[config.mk]
export PLATFORM = sky130hd
export DESIGN_NAME = rx
export DESIGN_NICKNAME = d
export VERILOG_FILES = /design/src/rtl/rx_pkg.sv /design/src/rtl/sync_2ff.sv /design/src/rtl/rx.sv
export SDC_FILE = /design/constraint.sdc
export NUM_CORES = 1
export LEC_CHECK = 0
export BUFFER_PORTS_ARGS = -buffer_cell sky130_fd_sc_hd__buf_2
export CAP_MARGIN = 25
export CORE_MARGIN = 2
export CORE_UTILIZATION = 51
export DETAILED_ROUTE_END_ITERATION = 16
export PLACE_DENSITY = 0.76
export SETUP_SLACK_MARGIN = 0.02
export SLEW_MARGIN = 5
export SYNTH_ARGS = -nofsm -noshare
export SYNTH_HDL_FRONTEND = slang
export SYNTH_HIERARCHICAL = 1
export SYNTH_SLANG_ARGS = --single-unit
[constraint.sdc]
create_clock -name i_rate -period 1.6 [get_ports i_rate]
set_clock_uncertainty 0.1 [all_clocks]
set_input_delay 0.16 -clock i_rate [delete_from_list [all_inputs] [get_ports i_rate]]
set_output_delay 0.16 -clock i_rate [all_outputs]
set_load 0.05 [all_outputs]
[src/rtl/rx_pkg.sv]
// Shared UART definitions: default frame geometry and receiver state encoding.
// The transmitter imports the same package so both ends agree on framing.
package rx_pkg;

  localparam int WIDTH_WORD_DEF = 8;
  localparam int BIT_STOP_DEF   = 2;
  localparam int OVERSAMPLE_DEF = 16;

  typedef enum logic [1:0] {
    ST_IDLE  = 2'd0,
    ST_START = 2'd1,
    ST_DATA  = 2'd2,
    ST_STOP  = 2'd3
  } rx_state_e;

  function automatic int max_int(input int a, input int b);
    return (a > b) ? a : b;
  endfunction

  function automatic int cnt_width(input int n);
    return (n > 1) ? $clog2(n) : 1;
  endfunction

endpackage

[src/rtl/sync_2ff.sv]
// Two-flop synchronizer for an asynchronous level; resets to the idle-high value.
module sync_2ff (
  input  logic clk,
  input  logic rst_n,
  input  logic d,
  output logic q
);

  logic meta;

  always_ff @(posedge clk or negedge rst_n) begin
    if (!rst_n) begin
      meta <= 1'b1;
      q    <= 1'b1;
    end else begin
      meta <= d;
      q    <= meta;
    end
  end

endmodule

[src/rtl/rx.sv]
// Oversampling UART receiver: start-bit validation at mid-bit, LSB-first data,
// stop-bit framing check, one-cycle done pulse with held data/error outputs.
module rx
  import rx_pkg::*;
#(
  parameter int WIDTH_WORD_RX = WIDTH_WORD_DEF,
  parameter int CANT_BIT_STOP = BIT_STOP_DEF,
  parameter int OVERSAMPLE    = OVERSAMPLE_DEF
) (
  input  logic                     i_rate,
  input  logic                     i_reset,
  input  logic                     i_bit_rx,
  output logic [WIDTH_WORD_RX-1:0] o_data_out,
  output logic                     o_rx_done,
  output logic                     o_frame_error
);

  localparam int TW       = cnt_width(OVERSAMPLE);
  localparam int BITS_MAX = max_int(WIDTH_WORD_RX, CANT_BIT_STOP);
  localparam int BW       = cnt_width(BITS_MAX);

  localparam logic [TW-1:0] TICK_HALF      = TW'(OVERSAMPLE / 2 - 1);
  localparam logic [TW-1:0] TICK_LAST      = TW'(OVERSAMPLE - 1);
  localparam logic [BW-1:0] BIT_DATA_LAST  = BW'(WIDTH_WORD_RX - 1);
  localparam logic [BW-1:0] BIT_STOP_LAST  = BW'(CANT_BIT_STOP - 1);

  logic line;

  sync_2ff u_sync (
    .clk   (i_rate),
    .rst_n (i_reset),
    .d     (i_bit_rx),
    .q     (line)
  );

  rx_state_e                state_q, state_d;
  logic [TW-1:0]            tick_q, tick_d;
  logic [BW-1:0]            bit_q, bit_d;
  logic [WIDTH_WORD_RX-1:0] shift_q, shift_d;
  logic                     err_q, err_d;
  logic                     armed_q, armed_d;
  logic                     pend_q, pend_d;
  logic [WIDTH_WORD_RX-1:0] data_q, data_d;
  logic                     done_q, done_d;
  logic                     ferr_q, ferr_d;

  always_ff @(posedge i_rate or negedge i_reset) begin
    if (!i_reset) begin
      state_q <= ST_IDLE;
      tick_q  <= '0;
      bit_q   <= '0;
      shift_q <= '0;
      err_q   <= 1'b0;
      armed_q <= 1'b0;
      pend_q  <= 1'b0;
      data_q  <= '0;
      done_q  <= 1'b0;
      ferr_q  <= 1'b0;
    end else begin
      state_q <= state_d;
      tick_q  <= tick_d;
      bit_q   <= bit_d;
      shift_q <= shift_d;
      err_q   <= err_d;
      armed_q <= armed_d;
      pend_q  <= pend_d;
      data_q  <= data_d;
      done_q  <= done_d;
      ferr_q  <= ferr_d;
    end
  end

  always_comb begin
    state_d = state_q;
    tick_d  = tick_q;
    bit_d   = bit_q;
    shift_d = shift_q;
    err_d   = err_q;
    armed_d = armed_q;
    pend_d  = 1'b0;
    data_d  = data_q;
    done_d  = 1'b0;
    ferr_d  = ferr_q;

    // Publish one edge after the last stop sample, independent of the FSM.
    if (pend_q) begin
      data_d = shift_q;
      ferr_d = err_q;
      done_d = 1'b1;
    end

    case (state_q)
      ST_IDLE: begin
        tick_d = '0;
        bit_d  = '0;
        // armed requires the line seen high in idle, so a break cannot retrigger.
        if (line) begin
          armed_d = 1'b1;
        end else if (armed_q) begin
          state_d = ST_START;
          armed_d = 1'b0;
        end
      end
      ST_START: begin
        if (tick_q == TICK_HALF) begin
          tick_d = '0;
          bit_d  = '0;
          if (!line) begin
            state_d = ST_DATA;
            err_d   = 1'b0;
          end else begin
            state_d = ST_IDLE;
          end
        end else begin
          tick_d = tick_q + 1'b1;
        end
      end
      ST_DATA: begin
        if (tick_q == TICK_LAST) begin
          tick_d  = '0;
          shift_d = {line, shift_q[WIDTH_WORD_RX-1:1]};
          if (bit_q == BIT_DATA_LAST) begin
            state_d = ST_STOP;
            bit_d   = '0;
          end else begin
            bit_d = bit_q + 1'b1;
          end
        end else begin
          tick_d = tick_q + 1'b1;
        end
      end
      ST_STOP: begin
        if (tick_q == TICK_LAST) begin
          tick_d = '0;
          if (!line) err_d = 1'b1;
          if (bit_q == BIT_STOP_LAST) begin
            state_d = ST_IDLE;
            bit_d   = '0;
            pend_d  = 1'b1;
          end else begin
            bit_d = bit_q + 1'b1;
          end
        end else begin
          tick_d = tick_q + 1'b1;
        end
      end
      default: state_d = ST_IDLE;
    endcase
  end

  assign o_data_out    = data_q;
  assign o_rx_done     = done_q;
  assign o_frame_error = ferr_q;

endmodule

==> results.tsv <==
stage	metric	value	unit
pwr	p_int	1.70	mW
status	outcome	completed	
clock_tree	max-clock-path-buffers	2	
logic_synthesis	yosys-top-cells-count	dfrtp_1 (30), mux2_2 (18), nor2_1 (6)	
logic_synthesis	synth.distinct_cells	31	
clock_tree	clock_sinks	32	
setup_path	worstReg2RegEnd	shift_q[5]	
routing	via_per_inst	5.46	
global_route	grt.total_usage	16.1	%
timing	max_slew_margin	54.6	%
timing	worst_pin_slew	681	ps
setup_path	required	1720	ps
logic_synthesis	synth-seq-cells	32	
setup_path	crit_cells	4	
clock_tree	numCtsBuffers	5	
setup_path	crit_start	tick_q[0]	
pwr	peakVddDrop	1380	uV
setup_path	timing.critical_path.buf_inv	0	
logic_synthesis	ys_dominant_reg_cell	dfrtp_1	
place	dp.cells	142	
global_route	grt_pass1_wl	3810	um
routing	drt_wl_total	2200	um
logic_synthesis	synth_cells	98	
routing	drtIter0Drc	16	
pwr	seqPwrFrac	44.9	%
global_route	grt_overflow_total	0	
pwr	p_clk_share	24.3	%
pwr	cellLeakagePower	0.801	nW
clock_tree	root_buffer	clkbuf_4	
pwr	p_total	2.47	mW
finish	nNetsFinal	131	
die	start_util	54.6	%
logic_synthesis	synth_top_area_cell	dfrtp_1	
place	post-dp-hpwl	1520	um
logic_synthesis	ys_seq_area_share	58.8	%
timing	slew_violations	0	
setup_path	cp_data_arrival_time	1700	ps
logic_synthesis	synth_area_leaders	dfrtp_1 (55%), mux2_2 (15%), dfstp_2 (3.8%)	
setup_path	critPathCaptureType	flop	
pwr	sw_frac_of_total	31.2	%
timing	finalCriticalPeriod	1570	ps
die	die_x	55.7	um
finish	diodes	0	
finish	final_cells	155	
clock_tree	cts_tree	built	
logic_synthesis	synth_top_area_share	55.0	%
pwr	combinationalPowerShare	30.8	%
setup_path	crit_path_max_incr_delay	360	ps
routing	dr.pass1.iters	4	
finish	drive_gt1_share	44.8	%
routing	drc	0	
logic_synthesis	synthArstFlopShare	100	%
global_route	grt_antenna_before_repair	0	
timing	finalSetupViolations	0	
setup_path	r2r-start	tick_q[0]	
logic_synthesis	synth.avg_cell_area	13.9	um2
logic_synthesis	synth_warnings	6	
setup_path	cp_cell_sequence	ha_2 > and4_4 > nor2b_4 > mux2_2	
setup_path	r2r_cells	4	
clock_tree	htree_levels	2	
setup_path	rrSetupSlack	30	ps
finish	nFillCells	178	
finish	syn_to_final_growth	18.6	%
die	core_area	2500	um2
timing	fmax	636	MHz
run	drv_cap	0	
place	place.gp.congestion	0.862	
die	row_count	18	
routing	vias	847	
logic_synthesis	synth_edf_count	0	
setup_path	crit_end	shift_q[5]	
logic_synthesis	synthesis.nets	105	
routing	wl_per_cell	14.2	um
setup_path	worstPathMaxFanout	5	
clock_tree	insertion_delay	330	ps
timing	fin_crit_sh	98.3	%
timing	rsz0062_at_grt	yes	
global_route	grt_start_max_net_pins	33	
place	port-buffer-count	12	
setup_path	cp_slowest_cell	dfrtp_1	
logic_synthesis	yosysMostFrequentCell	dfrtp_1	
routing	ant_nets	0	
die	ios	13	
pwr	powerDensity	1530	nW/um2
clock_tree	clk_pin_slew_worst_paths	100	ps
logic_synthesis	netlist_area	1370	um2
die	dieHeight	55.7	um
setup_path	cp-start-kind	flop	
global_route	grt_pass1_vias	860	
setup_path	cp_top_family	simple AND/OR/NAND/NOR gates	
die	die_area	3110	um2
pwr	power.switching	0.771	mW
setup_path	critPathKind	flop to flop	
min_path	hp-class	flop to flop	
timing	hold_viol	0	
[layout make-up]
cell class,instances,area [um2],share of cell area (%)
timing repair buffer,23,148,9.12
multi-input combinational,60,543,33.5
clock inverter,3,42.5,2.63
sequential,32,803,49.6
clock buffer,5,37.5,2.32
inverter,2,7.51,0.464
tap,30,37.5,2.32
[cell families after synthesis]
logic type | count (synthesis) | share of synthesized area (%)
compound gates | 10 | 5.22
xor+xnor | 2 | 1.28
fa+ha+maj | 4 | 3.67
buf+inv | 7 | 3.67
flops | 32 | 58.8
mux | 20 | 16.3
simple gates | 23 | 11.0
[cells in the final DEF (no fill, tap or decap), types with 2 or more instances in the layout]
| master | synthesis | routed |
|---|---|---|
| a21oi_1 | 3 | 3 |
| buf_2 | 1 | 12 |
| buf_4 | 0 | 9 |
| clkbuf_4 | 0 | 5 |
| dfrtp_1 | 30 | 30 |
| dfstp_2 | 2 | 2 |
| dlygate4sd3_1 | 0 | 2 |
| ha_1 | 4 | 3 |
| inv_1 | 2 | 2 |
| mux2_2 | 18 | 14 |
| mux2_4 | 0 | 4 |
| mux2i_1 | 2 | 2 |
| nand2_1 | 3 | 3 |
| nand4b_1 | 4 | 4 |
| nor2_1 | 6 | 6 |
| nor2b_4 | 1 | 2 |
| o21ai_0 | 2 | 2 |
[power by group through the flow]
stage | logic, mW | registers, mW | clock network (mW)
global placement | 0.681 | 1.10 | 0
floorplan | 0.503 | 1.12 | 0
CTS | 0.742 | 1.11 | 0.619
finish | 0.761 | 1.11 | 0.601
global route | 0.835 | 1.14 | 0.659
detailed placement | 0.697 | 1.12 | 0
[stage by stage]
step           hold WS, ps  worst slack (ps)  area [um2]  setup TNS, ps  utilization, %
3_3_place_gp           131             -32.5        1470           -193            58.9
3_5_place_dp           138             -79.2        1470           -525            58.9
6_report               262              27.3        1620              0            64.8
4_1_cts                264              17.4        1600              0            63.9
2_1_floorplan         -236              22.6        1370              0               -
5_1_grt                268             -43.4        1620           -163            64.8
[how the worst min path moves through the flow]
stage	startpoint	end	slack, ps	cells past startpoint
floorplan	i_reset	async pin	-240	0
global placement	i_reset	tick_q[3]	130	1
detailed placement	i_reset	tick_q[1]	140	1
CTS	u_sync/meta	u_sync/q	260	0
global route	u_sync/meta	u_sync/q	270	0
finish	u_sync/meta	u_sync/q	260	0
[registers in the layout, indices dropped and copies added, names as in the netlist, named ones only]
| register | count |
|---|---|
| tick_q | 4 |
| shift_q | 8 |
| bit_q | 3 |
| u_sync/q | 1 |
| u_sync/meta | 1 |
| state_q | 1 |
| o_data_out | 8 |
| pend_q | 1 |
| armed_q | 1 |
| err_q | 1 |
| o_frame_error | 1 |
| o_rx_done | 1 |
[per-layer routing]
layer / wire length, um / up-vias / GRT usage [%]
met5: 0 / - / 0
met1: 1020 / 418 / 19.4
met2: 1040 / 16 / 26.0
met4: 53 / 0 / 8.36
li1: - / 406 / -
met3: 87 / 7 / 4.88
[what timing repair did]
action | 4_1_cts | 5_1_grt
cloned | 1 | 0
endpoints found under the hold margin | 31 | 0
gates resized for setup | 2 | 4
endpoints found under the setup margin | 9 | 9
buffers inserted | 1 | 1
pin swaps | 1 | 0
hold buffers | 2 | 0
Power figures use the tool's default switching activity.
